<file path="config.mk">
export PLATFORM = sky130hd
export DESIGN_NAME = tbl_lookup_rd
export DESIGN_NICKNAME = d
export VERILOG_FILES = /design/src/rtl/tbl_lookup_pkg.sv /design/src/rtl/tbl_lookup_skid_fifo.sv /design/src/rtl/tbl_lookup_rd.sv
export SDC_FILE = /design/constraint.sdc
export NUM_CORES = 1
export LEC_CHECK = 0
export CORE_MARGIN = 10
export CORE_UTILIZATION = 50
export DETAILED_ROUTE_END_ITERATION = 16
export GPL_TIMING_DRIVEN = 1
export PLACE_DENSITY = 0.77
export SLEW_MARGIN = 40
export SYNTH_ARGS = -nofsm -noshare
export SYNTH_HDL_FRONTEND = slang
export SYNTH_HIERARCHICAL = 1
export SYNTH_SLANG_ARGS = --single-unit
</file>
<file path="constraint.sdc">
create_clock -name clk -period 2.5 [get_ports clk]
set_input_delay 0.5 -clock clk [delete_from_list [all_inputs] [get_ports clk]]
set_output_delay 0.5 -clock clk [all_outputs]
set_load 0.01 [all_outputs]
</file>
<file path="src/rtl/tbl_lookup_pkg.sv">
// Shared types and helpers for the table lookup read stage.
// Latency: n/a (types and constants only).
// Backpressure: n/a.
package tbl_lookup_pkg;

    localparam int CNT_BITS      = 32;
    localparam int DEF_DATA_BITS = 32;
    localparam int DEF_TAG_BITS  = 8;

    // Response entry at the default table geometry, for neighbouring blocks.
    typedef struct packed {
        logic [DEF_DATA_BITS-1:0] data;
        logic [DEF_TAG_BITS-1:0]  tag;
    } rsp_entry_t;

    // Pointer width for a power-of-two FIFO; never narrower than one bit.
    function automatic int ptr_bits(input int depth);
        return (depth <= 2) ? 1 : $clog2(depth);
    endfunction

endpackage

</file>
<file path="src/rtl/tbl_lookup_skid_fifo.sv">
// Synchronous skid FIFO with occupancy count; head is registered storage, no fall-through.
// Latency: a push is visible at the head one cycle later.
// Backpressure: caller must not push when full unless popping on the same edge.
module tbl_lookup_skid_fifo
    import tbl_lookup_pkg::*;
#(
    parameter int WIDTH = 40,
    parameter int DEPTH = 4,
    localparam int PW   = ptr_bits(DEPTH)
) (
    input  logic             clk,
    input  logic             aresetn,
    input  logic             push,
    input  logic [WIDTH-1:0] push_data,
    input  logic             pop,
    output logic [WIDTH-1:0] head_data,
    output logic             empty,
    output logic [PW:0]      count
);

    logic [WIDTH-1:0] mem [DEPTH];
    logic [PW-1:0]    wr_ptr;
    logic [PW-1:0]    rd_ptr;
    logic             do_pop;

    assign do_pop    = pop & ~empty;
    assign empty     = (count == '0);
    assign head_data = mem[rd_ptr];

    // Storage, pointers and count; push and pop may land on the same edge.
    always_ff @(posedge clk or negedge aresetn) begin
        if (!aresetn) begin
            wr_ptr <= '0;
            rd_ptr <= '0;
            count  <= '0;
            for (int i = 0; i < DEPTH; i++) begin
                mem[i] <= '0;
            end
        end else begin
            if (push) begin
                mem[wr_ptr] <= push_data;
                wr_ptr      <= wr_ptr + PW'(1);
            end
            if (do_pop) begin
                rd_ptr <= rd_ptr + PW'(1);
            end
            case ({push, do_pop})
                2'b10:   count <= count + (PW+1)'(1);
                2'b01:   count <= count - (PW+1)'(1);
                default: count <= count;
            endcase
        end
    end

endmodule

</file>
<file path="src/rtl/tbl_lookup_rd.sv">
// Table read stage: issues RAM port-B reads, absorbs the 1-cycle read latency, returns {data, tag}.
// Latency: 2 cycles from accept to rsp_valid; 1 lookup/cycle sustained.
// Backpressure: registered req_ready reserves a skid slot per in-flight read; optional write forwarding under TBL_LOOKUP_WR_BYPASS_EN.
module tbl_lookup_rd
    import tbl_lookup_pkg::*;
#(
    parameter int ADDR_BITS  = 5,
    parameter int DATA_BITS  = 32,
    parameter int TAG_BITS   = 8,
    parameter int FIFO_DEPTH = 4
) (
    input  logic                 clk,
    input  logic                 aresetn,
    input  logic                 req_valid,
    output logic                 req_ready,
    input  logic [ADDR_BITS-1:0] req_addr,
    input  logic [TAG_BITS-1:0]  req_tag,
    output logic [ADDR_BITS-1:0] mem_addrb,
    output logic                 mem_enb,
    input  logic [DATA_BITS-1:0] mem_doutb,
    input  logic                 wr_en,
    input  logic [ADDR_BITS-1:0] wr_addr,
    input  logic [DATA_BITS-1:0] wr_data,
    output logic                 rsp_valid,
    input  logic                 rsp_ready,
    output logic [DATA_BITS-1:0] rsp_data,
    output logic [TAG_BITS-1:0]  rsp_tag,
    output logic [CNT_BITS-1:0]  lookup_cnt
);

    localparam int PW = ptr_bits(FIFO_DEPTH);

    typedef struct packed {
        logic [DATA_BITS-1:0] data;
        logic [TAG_BITS-1:0]  tag;
    } entry_t;

    logic                accept;
    logic                pop;
    logic                s1_valid;
    logic [TAG_BITS-1:0] s1_tag;
    entry_t              push_entry;
    entry_t              head;
    logic                fifo_empty;
    logic [PW:0]         fifo_count;
    logic [PW+1:0]       occ_next;
    logic [CNT_BITS-1:0] cnt_q;

    assign accept     = req_valid & req_ready;
    assign mem_enb    = accept;
    assign mem_addrb  = req_addr;
    assign pop        = rsp_valid & rsp_ready;
    assign rsp_valid  = ~fifo_empty;
    assign rsp_data   = head.data;
    assign rsp_tag    = head.tag;
    assign lookup_cnt = cnt_q;

    // Stage 1 tracks the read in flight while the RAM produces its data.
    always_ff @(posedge clk or negedge aresetn) begin
        if (!aresetn) begin
            s1_valid <= 1'b0;
            s1_tag   <= '0;
        end else begin
            s1_valid <= accept;
            if (accept) begin
                s1_tag <= req_tag;
            end
        end
    end

`ifdef TBL_LOOKUP_WR_BYPASS_EN
    logic                 s1_byp;
    logic [DATA_BITS-1:0] s1_wdata;

    // The RAM is read-first, so a write to the same index on the accept cycle is captured here.
    always_ff @(posedge clk or negedge aresetn) begin
        if (!aresetn) begin
            s1_byp   <= 1'b0;
            s1_wdata <= '0;
        end else if (accept) begin
            s1_byp   <= wr_en && (wr_addr == req_addr);
            s1_wdata <= wr_data;
        end
    end
`else
    // Write snoop kept on the interface but unused in this build.
    logic unused_wr;
    assign unused_wr = ^{wr_en, wr_addr, wr_data};
`endif

    // Build the entry pushed at the end of the stage-1 cycle.
    always_comb begin
        push_entry.tag  = s1_tag;
        push_entry.data = mem_doutb;
`ifdef TBL_LOOKUP_WR_BYPASS_EN
        if (s1_byp) begin
            push_entry.data = s1_wdata;
        end
`endif
    end

    tbl_lookup_skid_fifo #(
        .WIDTH ($bits(entry_t)),
        .DEPTH (FIFO_DEPTH)
    ) u_fifo (
        .clk       (clk),
        .aresetn   (aresetn),
        .push      (s1_valid),
        .push_data (push_entry),
        .pop       (pop),
        .head_data (head),
        .empty     (fifo_empty),
        .count     (fifo_count)
    );

    // Next-cycle occupancy counting the read that stage 1 will hold; keeps a free slot for it.
    always_comb begin
        occ_next = (PW+2)'(fifo_count) + (PW+2)'(s1_valid) + (PW+2)'(accept) - (PW+2)'(pop);
    end

    // Registered ready: no combinational path from rsp_ready.
    always_ff @(posedge clk or negedge aresetn) begin
        if (!aresetn) begin
            req_ready <= 1'b0;
        end else begin
            req_ready <= (occ_next < (PW+2)'(FIFO_DEPTH));
        end
    end

    // Accepted-lookup counter, wraps naturally.
    always_ff @(posedge clk or negedge aresetn) begin
        if (!aresetn) begin
            cnt_q <= '0;
        end else if (accept) begin
            cnt_q <= cnt_q + CNT_BITS'(1);
        end
    end

endmodule

</file>
---- After elaboration in Yosys (flattened, before gate mapping) ----
Cells that the tools add are included.
word-level totals
  output and inout bits ................... 80
  bits in latches ......................... 0
  memory bits (read-only) ................. 0
  logic and storage cells ................. 41
  flip-flop bits (word level) ............. 209
  memories ................................ 0
  input bits .............................. 87
  bits in writable memories ............... 0
operators by class
  eq/ne operators ......................... 2
  magnitude comparators ................... 4
  shift-type cells ........................ 0
  multiplexer cells ....................... 7
  $add $sub $neg .......................... 8
  multiply operators ...................... 0
  bitwise gates (word level) .............. 6
  divide/modulo/power cells ............... 0
  reduce and logical (&&, ||, !) cells .... 3
operators by type and width
  cell                     count
  $bwmux W160              1
  $mux W40                 3
  $bmux W40 S2             1
  $demux W40 S2            1
  $add A32 B1 Y32 const B  1
  $ge A3 B3 Y1 const B     2
  $not A2 Y3               2
  $pmux W3 S2              1
  $add A2 B1 Y2 const B    2
  $add A3 B1 Y4            1
  $add A4 B1 Y4            1
  $lt A4 B3 Y1 const B     1
  $sub A4 B1 Y4            1
  $add A3 B1 Y3 const B    1
  $and A1 B1 Y1            3
  $logic_not A3 Y1         1
  $lt A3 B1 Y1 const B     1
  $sub A3 B1 Y3 const B    1
  $eq A2 B1 Y1 const B     1
  $eq A2 B2 Y1 const B     1
  $reduce_bool A2 Y1       1
  $logic_and A1 B1 Y1      1
  $not A1 Y1               1

---- Depth between registers and ports, before layout ----
  word-level depth ........................ 6
  depth in mapped cells ................... 9
  mapped depth without buffers ............ 9

---- Hierarchy ----
Netlist, hierarchy kept.
modules (own cells, without submodules)
  module                area an instance (um2)  sequential area each (um2)  instances  cells an instance
  tbl_lookup_skid_fifo  7344.5                  4179.0                      1          423
  tbl_lookup_rd         1955.6                  1051.0                      1          168

---- Worst setup path before layout ----
Ideal clock, no wire load.
  path type ............................... reg-to-reg
  start ................................... reg u_fifo.count[1]
  end ..................................... reg req_ready
  setup time .............................. 0.116 ns
  arrival ................................. 1.877 ns
  buffers on the path ..................... 0
  data required time ...................... 2.384 ns
  period minus slack after synthesis ...... 1.993 ns
  slack ................................... 0.507 ns
  stages on the path, launching flop included .. 10
  cells stage by stage .................... dfrtp_1 > nor3_1 > nor2b_1 > ha_1 > inv_1 > ha_1 > a31o_2 > a21oi_1 > nand4_1 > o311ai_0
on the way
  longest elaborated chain between the ends .. 5
  elaborated cells between the ends (all ways) .. 7
  classes of those cells .................. 3 x add/sub; 1 x order compare; 2 x bitwise; 1 x reduce/logical
RTL lines
  item                    line                        RTL
  from (decl)             tbl_lookup_skid_fifo.sv:18  output logic [PW:0] count
  from (signal assigned)  tbl_lookup_skid_fifo.sv:48  2'b10: count <= count + (PW+1)'(1);
  from (signal assigned)  tbl_lookup_skid_fifo.sv:49  2'b01: count <= count - (PW+1)'(1);
  from (signal assigned)  tbl_lookup_skid_fifo.sv:50  default: count <= count;
  $logic_not A3 Y1        tbl_lookup_skid_fifo.sv:27  assign empty = (count == '0);
  named net fifo_empty    tbl_lookup_rd.sv:44         logic fifo_empty;
  $not A1 Y1              tbl_lookup_rd.sv:53         assign rsp_valid = ~fifo_empty;
  $and A1 B1 Y1           tbl_lookup_rd.sv:52         assign pop = rsp_valid & rsp_ready;
  named net pop           tbl_lookup_rd.sv:39         logic pop;
  $sub A4 B1 Y4           tbl_lookup_rd.sv:118        occ_next = (PW+2)'(fifo_count) + (PW+2)'(s1_valid) + (PW+2)'(accept) - (PW+2)'(pop);
  $lt A4 B3 Y1            tbl_lookup_rd.sv:126        req_ready <= (occ_next < (PW+2)'(FIFO_DEPTH));
  to (signal assigned)    tbl_lookup_rd.sv:126
  to (decl)               tbl_lookup_rd.sv:15         output logic req_ready,
The timed path passes the listed nets, and every way through them passes these cells.
A chain may end at the register's enable or synchronous reset.

---- Worst setup path in the final report ----
  start ................................... reg u_fifo.rd_ptr[0]
  end ..................................... out rsp_data[3]
on the way
  longest elaborated chain between the ends .. 4
RTL lines
  item                                          line                        RTL
  from (decl)                                   tbl_lookup_skid_fifo.sv:23  logic [PW-1:0] rd_ptr;
  from (signal assigned)                        tbl_lookup_skid_fifo.sv:45  rd_ptr <= rd_ptr + PW'(1);
  $not A2 Y3 (implied by the code)              tbl_lookup_skid_fifo.sv:28  assign head_data = mem[rd_ptr];
  $bmux W40 S2                                  tbl_lookup_skid_fifo.sv:28
  $mux W40 (implied by the code) (2 in series)  tbl_lookup_skid_fifo.sv:28
  to (decl)                                     tbl_lookup_rd.sv:26         output logic [DATA_BITS-1:0] rsp_data,
No other way between the ends. The select of a mux whose other input is x is not followed.

==> flow_metrics.env <==
export IMPL_outcome="finished, violations left"
export IMPL_violations="hold timing"
export IMPL_clock_root_buffer="clkbuf_16"
export IMPL_stdcell_count=978
export IMPL_place_congestion=0.760
export IMPL_n_antenna_cell=0
export IMPL_start_kind="register"
export IMPL_ys_warn_count=6
export IMPL_drive_above_1_share_pct=42.9
export IMPL_dr_total_vias=5392
export IMPL_avgSynthCellArea_um2=15.7
export IMPL_syn_nets=689
export IMPL_relSlewSlack_pct=62.9
export IMPL_drc_errors=0
export IMPL_startpoint="u_fifo/rd_ptr[0]"
export IMPL_critPathKind="reg -> out"
export IMPL_path_buf_inv=4
export IMPL_wl_per_cell_um=21.2
export IMPL_power_density_nw_per_um2=1300
export IMPL_syn_instance_count=591
export IMPL_async_flop_share_pct=100
export IMPL_grtUsageTotal_pct=17.1
export IMPL_finalCritPeriodShare_pct=99.4
export IMPL_grt_setup_unrepaired="yes"
export IMPL_fin_worst_skew_ns=0.00746
export IMPL_hold_class="in -> async"
export IMPL_synthToLayoutAreaGrowth_pct=24.8
export IMPL_port_buffers=118
export IMPL_crit_chain="buf_12 > buf_12 > buf_16 > mux4_2 > buf_6"
export IMPL_power_leakage_uw=0.00501
export IMPL_critPathMaxStageDelay_ns=0.52
export IMPL_cts_buffers=23
export IMPL_switching_power_uw=4520
export IMPL_synth_edff_count=0
export IMPL_grt_pass1_vias=6296
export IMPL_antenna_found_initial=0
export IMPL_drv_slew=0
export IMPL_hold_viol=3
export IMPL_power_uw=15100
export IMPL_drt_total_wl_um=20700
export IMPL_ys_ff_latch=209
export IMPL_p_int_uw=10600
export IMPL_die_area_um2=24500
export IMPL_clkTransAtPathRegs_ns=0.06
export IMPL_fin_util_pct=64.0
export IMPL_period_needed_ns=2.49
export IMPL_rows=49
export IMPL_critPathTopFamily="multiplexers"
export IMPL_crit_required_ns=2.00
export IMPL_p_seq_share_pct=38.0
export IMPL_holdWs_ns=-0.00280
export IMPL_clk_latency_ns=0.50
export IMPL_critPathMaxFanout=5
export IMPL_htreeDepth=1
export IMPL_cpMostUsedCell="buf_12"
export IMPL_place_inst=928
export IMPL_pin_count=167
export IMPL_ys_seq_area_share_pct=56.2
export IMPL_fp_coreArea_um2=18100
export IMPL_r2r_start="u_fifo/count[0]"
export IMPL_first_pass_iters=4
export IMPL_syn_area_um2=9300
export IMPL_netSwitchingFraction_pct=29.9
export IMPL_grt_overflow=0
export IMPL_peakVddDrop_mv=0.762
export IMPL_critical_path_slowest_cell="mux4_2"
export IMPL_cts_tree="done"
export IMPL_synthFlopType="dfrtp_1"
export IMPL_grt_pass1_wl_um=33800
export IMPL_clock_path_buffers=3
export IMPL_crit_arrival_ns=1.99
export IMPL_fp_dieH_um=156
export IMPL_worst_pin_slew_ns=0.556
export IMPL_final_antenna_net_count=0
export IMPL_grt_max_degree=67
export IMPL_dpl_hpwl_um=13600
export IMPL_yosys_cell_types_count=34
export IMPL_vias_per_cell=5.51
export IMPL_die_x_um=156
export IMPL_initial_core_util_pct=51.2
export IMPL_combinationalPowerShare_pct=39.6
export IMPL_finalSetupViolCount=0
export IMPL_maxCapViolations=0
export IMPL_nNetsFinal=831
export IMPL_end_kind="output port"
export IMPL_fmax_mhz=402
export IMPL_dr_first_iter_drc_count=249
export IMPL_cts_sinks=209
export IMPL_clkPwrFrac_pct=22.4
cell type report:
cell class / count / area, µm²
Tap cell: 229 / 287
Fill cell: 1309 / 6540
Inverter: 15 / 56.3
Multi-Input combinational cell: 333 / 3730
Timing Repair Buffer: 151 / 1540
Sequential cell: 209 / 5230
Clock inverter: 9 / 101
Clock buffer: 32 / 669
routing by layer:
layer  vias to the layer above  track usage, %  part of all wire (%)  wire length, µm
met1                      2823            20.3                    41             8420
met2                       110            30.7                    52            10800
li1                       2429               -                     -                -
met5                         -               0                     0                0
met4                         0            4.00                   1.8              380
met3                        30            4.14                   5.4             1130
sequential cells by signal, indices dropped and copies added (netlist names):
register and count:
u_fifo/mem 160, lookup_cnt 32, s1_tag 8, u_fifo/count 3
u_fifo/rd_ptr 2, u_fifo/wr_ptr 2, req_ready 1, s1_valid 1
worst reg2reg max path, delay by kind of cell (launching register included):
family	cells	cell delay, ns
fa+ha+maj	2	0.54
flops	1	0.44
simple gates	3	0.48
compound gates	3	0.59
buf+inv	1	0.04
cell families after synthesis:
| logic type | synth area share [%] |
|---|---|
| compound gates | 0.390 |
| xor+xnor | 3.48 |
| fa+ha+maj | 1.56 |
| buf+inv | 3.73 |
| flops | 56.2 |
| mux | 30.3 |
| simple gates | 4.26 |
through the flow:
stage               hold WS (ns)  TNS, ns  worst slack [ns]  cell area, µm²
floorplan                  0.204        0             0.507            9300
global placement           0.458        0            0.0530           10700
detailed placement         0.471  -0.0278           -0.0278           10700
CTS                       0.0148   -0.678            -0.108           11700
global route              0.0325   -0.408           -0.0479           11600
finish                  -0.00280        0            0.0148           11600
cell usage in the layout (no fill, tap or decap), types with 15 or more instances in the layout:
cell,instances
inv_1,15
nand3_1,16
clkdlybuf4s50_1,77
buf_4,21
mux4_2,40
dfrtp_1,207
clkbuf_16,23
buf_6,20
xnor2_1,27
mux2_2,169
repair_timing:
action,4_1_cts,5_1_grt
setup endpoints to repair,40,28
hold buffers,0,0
cloned,4,0
buffers inserted,6,2
resized for setup,143,19
power by group through the flow:
stage	Sequential (µW)	Combinational (µW)	Clock (µW)
floorplan	5440	3760	0
global placement	5580	5720	0
detailed placement	5770	5910	0
CTS	5740	6170	3460
global route	5910	6450	3620
finish	5740	5990	3390
path summary, 6_finish.rpt:
kind                                     to  slack [ns]  cells after the start
setup / recovery                rsp_data[3]        0.01                      5
hold / removal               u_fifo/mem[74]      -0.003                      1
setup reg to reg                  req_ready        0.27                      9
hold reg to reg              lookup_cnt[31]        0.47                      1
max in group asynchronous  u_fifo/rd_ptr[1]        1.80                      2
min in group clk             lookup_cnt[31]        0.47                      1
synthesized netlist by cell type (all sizes together) (5+ instances only):
library cell    n  area (µm²)
buf            33         287
dfrtp         209        5230
ha             10         125
inv            15        56.3
mux2          169        1900
mux4           40         908
nand2          17        63.8
nand3          16        80.1
nand4          14        93.8
nor2            7        26.3
nor4            5        65.1
xnor2          27         236
xor2           10        87.6
No activity file was read; power rests on OpenSTA's default activity.
